## src/rtl/micro_datapath.sv

```systemverilog
// Execution datapath for the microcoded sequencer: accumulator/operand ALU,
// carry and condition flags, polled input port and a one-entry output buffer.
module micro_datapath #(
    parameter int P_WIDTH          = 8,
    parameter int P_NUM_D_CTRLBITS = 5
) (
    input  logic                        clk,
    input  logic                        rst,
    input  logic [P_NUM_D_CTRLBITS-1:0] dp_ctrl,
    input  logic [P_WIDTH-1:0]          din,
    input  logic                        din_valid,
    output logic                        din_ready,
    output logic [P_WIDTH-1:0]          dout,
    output logic                        dout_valid,
    input  logic                        dout_ready,
    output logic                        cres,
    output logic [P_WIDTH-1:0]          acc_o
);

    generate
        if (P_NUM_D_CTRLBITS != 5) begin : g_bad_cfg
            $error("micro_datapath: P_NUM_D_CTRLBITS must be 5");
        end
    endgenerate

    localparam logic [4:0] OP_CLR    = 5'h01;
    localparam logic [4:0] OP_LDB    = 5'h02;
    localparam logic [4:0] OP_ADD    = 5'h03;
    localparam logic [4:0] OP_SUB    = 5'h04;
    localparam logic [4:0] OP_AND    = 5'h05;
    localparam logic [4:0] OP_OR     = 5'h06;
    localparam logic [4:0] OP_XOR    = 5'h07;
    localparam logic [4:0] OP_INC    = 5'h08;
    localparam logic [4:0] OP_DEC    = 5'h09;
    localparam logic [4:0] OP_SHL    = 5'h0A;
    localparam logic [4:0] OP_SHR    = 5'h0B;
    localparam logic [4:0] OP_TRYIN  = 5'h0C;
    localparam logic [4:0] OP_TRYOUT = 5'h0D;
    localparam logic [4:0] OP_TSTZ   = 5'h0E;
    localparam logic [4:0] OP_TSTC   = 5'h0F;
    localparam logic [4:0] OP_SWAP   = 5'h10;

    localparam logic [P_WIDTH-1:0] ONE_W  = {{(P_WIDTH-1){1'b0}}, 1'b1};
    localparam logic [P_WIDTH-1:0] ZERO_W = {P_WIDTH{1'b0}};

    logic [P_WIDTH-1:0] acc_q, acc_d;
    logic [P_WIDTH-1:0] b_q, b_d;
    logic [P_WIDTH-1:0] obuf_q, obuf_d;
    logic               c_q, c_d;
    logic               f_q, f_d;
    logic               ov_q, ov_d;
    logic [P_WIDTH:0]   sum_s;
    logic               space_s;

    assign din_ready  = (dp_ctrl == OP_TRYIN);
    assign sum_s      = {1'b0, acc_q} + {1'b0, b_q};
    assign space_s    = ~ov_q | dout_ready;
    assign acc_o      = acc_q;
    assign dout       = obuf_q;
    assign dout_valid = ov_q;
    assign cres       = f_q;

    // Opcode decode: next-state for every datapath register.
    always_comb begin
        acc_d  = acc_q;
        b_d    = b_q;
        c_d    = c_q;
        f_d    = f_q;
        obuf_d = obuf_q;
        // The buffered word drains whenever the consumer takes it; TRYOUT may refill below.
        ov_d   = ov_q & ~dout_ready;
        case (dp_ctrl)
            OP_CLR: acc_d = ZERO_W;
            OP_LDB: b_d   = acc_q;
            OP_ADD: {c_d, acc_d} = sum_s;
            OP_SUB: begin
                acc_d = acc_q - b_q;
                c_d   = (acc_q < b_q);
            end
            OP_AND: acc_d = acc_q & b_q;
            OP_OR:  acc_d = acc_q | b_q;
            OP_XOR: acc_d = acc_q ^ b_q;
            OP_INC: begin
                acc_d = acc_q + ONE_W;
                c_d   = &acc_q;
            end
            OP_DEC: begin
                acc_d = acc_q - ONE_W;
                c_d   = (acc_q == ZERO_W);
            end
            OP_SHL: begin
                acc_d = {acc_q[P_WIDTH-2:0], 1'b0};
                c_d   = acc_q[P_WIDTH-1];
            end
            OP_SHR: begin
                acc_d = {1'b0, acc_q[P_WIDTH-1:1]};
                c_d   = acc_q[0];
            end
            OP_TRYIN: begin
                if (din_valid) begin
                    acc_d = din;
                    f_d   = 1'b1;
                end else begin
                    f_d   = 1'b0;
                end
            end
            OP_TRYOUT: begin
                if (space_s) begin
                    obuf_d = acc_q;
                    ov_d   = 1'b1;
                    f_d    = 1'b1;
                end else begin
                    f_d    = 1'b0;
                end
            end
            OP_TSTZ: f_d = (acc_q == ZERO_W);
            OP_TSTC: f_d = c_q;
            OP_SWAP: begin
                acc_d = b_q;
                b_d   = acc_q;
            end
            default: begin
                acc_d = acc_q;
            end
        endcase
    end

    // State registers with asynchronous clear.
    always_ff @(posedge clk or posedge rst) begin
        if (rst) begin
            acc_q  <= ZERO_W;
            b_q    <= ZERO_W;
            obuf_q <= ZERO_W;
            c_q    <= 1'b0;
            f_q    <= 1'b0;
            ov_q   <= 1'b0;
        end else begin
            acc_q  <= acc_d;
            b_q    <= b_d;
            obuf_q <= obuf_d;
            c_q    <= c_d;
            f_q    <= f_d;
            ov_q   <= ov_d;
        end
    end

endmodule

```

## config.mk

```make
export PLATFORM = sky130hd
export DESIGN_NAME = micro_datapath
export DESIGN_NICKNAME = d
export VERILOG_FILES = /design/src/rtl/micro_datapath.sv
export SDC_FILE = /design/constraint.sdc
export NUM_CORES = 1
export LEC_CHECK = 0
export ABC_AREA = 1
export BUFFER_PORTS_ARGS = -buffer_cell sky130_fd_sc_hd__buf_2
export CAP_MARGIN = 20
export CORE_MARGIN = 2
export CORE_UTILIZATION = 60
export DETAILED_ROUTE_END_ITERATION = 7
export GPL_TIMING_DRIVEN = 0
export PLACE_DENSITY = 0.82
export SYNTH_ARGS = -nofsm -noshare
export SYNTH_HDL_FRONTEND = slang
export SYNTH_SLANG_ARGS = --single-unit
```

## constraint.sdc

```tcl
create_clock -name clk -period 2.7 [get_ports clk]
set_clock_uncertainty 0.05 [all_clocks]
set_input_delay 0.27 -clock clk [delete_from_list [all_inputs] [get_ports clk]]
set_output_delay 0.27 -clock clk [all_outputs]
set_load 0.005 [all_outputs]
```

==> flow_summary_export.csv <==
group,metric,value,unit
outcome,status,"finished, final reports clean",
drt,drtPass1Iterations,6,
floorplanning,dieArea,5600,um^2
cts,insertion_delay,0.28,ns
logic_synthesis,async_flop_share,100,%
cts,root_buffer,"clkbuf_8",
worst_setup_path,critPathArrivalTime,2.64,ns
cts,cts_resized,0,
cts,cts-hold-fix-buffers,0,
worst_setup_path,startpoint,"dp_ctrl[1]",
worst_setup_path,slowest_delay,0.64,ns
worst_setup_path,crit_end,"acc_o[3]",
sta,post-route-period-util,93.0,%
worst_setup_path,cp-end-kind,"register",
drt,drt_iter0_drc,370,
finish,stdcell_count,601,
worst_setup_path,rr_endpoint,"acc_o[7]",
drt,via_per_inst,5.64,
worst_setup_path,path_buf_inv,2,
logic_synthesis,synth_top_area_share,22.5,%
run,drv_cap,0,
drt,ant_nets,0,
logic_synthesis,synth_cells,495,
worst_hold_path,hold_class,"primary input to asynchronous set/reset pin",
place,post-dp-hpwl,6980,um
place,place_inst,596,
worst_setup_path,required,2.83,ns
global_route,track_usage,34.6,%
floorplanning,rows,25,
drt,drt_wl_total,9060,um
worst_setup_path,path_delay_family,"simple AND/OR/NAND/NOR gates",
global_route,antenna_found_initial,0,
logic_synthesis,synth_common_cells,"nand2_1 (171), inv_1 (72), nor2_1 (47)",
sta,clock.fmax,398,MHz
logic_synthesis,synth.distinct_cells,32,
worst_setup_path,crit_cells,12,
logic_synthesis,synthTopCellsByArea,"dfrtp_1 (22%), nand2_1 (21%), ha_1 (12%)",
sta,setup_viol,0,
floorplanning,die_height,74.8,um
place,io_buffers,34,
cts,cts_tree,"built",
place,gp_congestion,0.995,
power,ir_drop,0.000346,V
finish,area_growth_syn_to_layout,10.6,%
logic_synthesis,synth-edff-count,0,
sta,max-slew-margin-rel,46.7,%
logic_synthesis,synth_fp_nets,545,
sta,hold-worst-slack,0.00149,ns
floorplanning,boundaryPins,36,
floorplanning,die_x,74.8,um
worst_setup_path,crit_slowest_cell,"nor2_1",
logic_synthesis,synth_most_common_cell,"nand2_1",
cts,h-tree-depth,1,
worst_setup_path,start_kind,"primary input",
cts,ctsLongestPathBuffers,2,
drt,vias,3389,
worst_setup_path,critPathMaxFanout,9,
drt,drc,0,
worst_setup_path,rr_worst_depth,12,
logic_synthesis,synth_area,3010,um^2
worst_setup_path,critPathKind,"primary input to register",
finish,diodes,0,
logic_synthesis,yosysTopAreaCell,"dfrtp_1",
worst_setup_path,crit_top_cell,"nand2_1",
cts,path_clk_slew,0.11,ns
worst_setup_path,crit_chain,"buf_2 -> inv_1 -> nand3_1 -> nor2_1 -> ha_1 -> a21oi_1 -> nand2_1 -> or2_2 -> nand3_1 -> nand2_1 -> o21ai_0 -> nand2_1",
worst_setup_path,reg2reg_from,"acc_o[5]",
global_route,grt_pass1_vias,3012,
cts,cts_buffers,3,
floorplanning,core-area,4790,um^2
worst_setup_path,rrSetupSlack,0.25,ns
cts,cts.sinks,27,
logic_synthesis,synth_ff_type,"dfrtp_1",
finish,nets,585,
floorplanning,start_util,62.8,%
power,power_leakage,1.84,nW
logic_synthesis,yosysWarnings,0,
global_route,grt_max_degree,28,
logic_synthesis,seq_area_frac_synth,22.5,%
global_route,grt_first_pass_wirelength,14600,um
global_route,overflow,0,
sta,drv_slew,0,
drt,wl_per_cell,15.1,um
sta,hold_viol_final,0,
logic_synthesis,ys_ff_latch,27,
sta,final.min_clock_period,2.51,ns
finish,drive_gt1_share,10.7,%
sta,worst_slew_pin_slew,0.797,ns
sta,tns,0,ns
cts,post_cts_buffers,0,
power,powerDensity,565,nW/um^2
sta,rsz0062_at_grt,"false",
logic_synthesis,syn_avg_cell_area,6.08,um^2
## power breakdown
| group | internal [mW] | switching [mW] | total (mW) |
|---|---|---|---|
| registers | 0.492 | 0.118 | 0.611 |
| clock network | 0.105 | 0.146 | 0.251 |
| logic | 0.349 | 0.670 | 1.02 |
| total | 0.947 | 0.934 | 1.88 |
## routing by layer
layer  up-vias  GRT usage (%)  wire length (um)
met5         -              0                 0
met4         0           11.1               281
met3        32           6.02               875
met2       190           56.8              4120
met1      1515           46.5              3780
li1       1652              -                 -
## registers in the layout, summed over array words and instances (netlist names)
name	count
acc_o	8
b_q	8
dout	8
c_q	1
cres	1
dout_valid	1
## metrics by stage
step	worst slack (ns)	utilization [%]	instance area [um^2]	total power, mW
global route	0.00778	69.5	3330	2.05
finish	0.188	69.5	3330	1.88
floorplan	0.376	-	3010	1.31
CTS	0.229	69.2	3310	1.85
global placement	-0.00893	68.2	3260	1.59
detailed placement	-0.0649	68.2	3260	1.61
## how the worst min path moves through the flow
stage,from,cells past startpoint,endpoint
after floorplan,rst,1,acc_o[0]
final,rst,2,dout[7]
after detailed placement,dout[3],2,dout[3]
after CTS,rst,2,dout[6]
after global placement,dout[0],2,dout[0]
after global routing,rst,2,dout[7]
## final cells by class
class,count,area [um^2]
multi-input cells,385,2010
fillers,456,1460
flip-flops and latches,27,677
inverters,76,288
repair buffers,35,185
well taps,67,83.8
clock buffers,3,41.3
plain buffers,7,36.3
clock inverters,1,7.51
## cell usage in the layout (no fill, tap or decap)
cell        count
buf_6           1
nor3_1          9
dfrtp_1        26
fa_1            3
buf_8           1
nor3_2          1
a22oi_1         1
or2_2           2
a21oi_4         1
ha_1           30
o21ai_0        36
inv_1          72
xnor2_1         1
nand3_1        39
o211ai_1        1
nor2_1         47
a21oi_1        11
inv_4           1
o21bai_1        1
clkinv_1        1
dfrtp_2         1
o21ai_1         2
o22ai_1         3
clkbuf_1        4
clkinvlp_4      1
nand3_2         2
o221ai_1        1
nor2_2          1
nor2_4          1
nand2_1       171
inv_2           2
clkbuf_8        3
o21ai_2         1
nand4_1        18
buf_2          36
nand2_2         2
## kinds of logic (layout without fill, tap and decap cells)
kind of cell,count (synthesis),after routing,synth area share [%]
compound gates,58,58,10.6
xor+xnor,1,1,0.291
fa+ha+maj,33,33,14.5
buf+inv,83,122,10.8
flops,27,27,22.5
simple gates,293,293,41.3
Power figures use the tool's default switching activity.
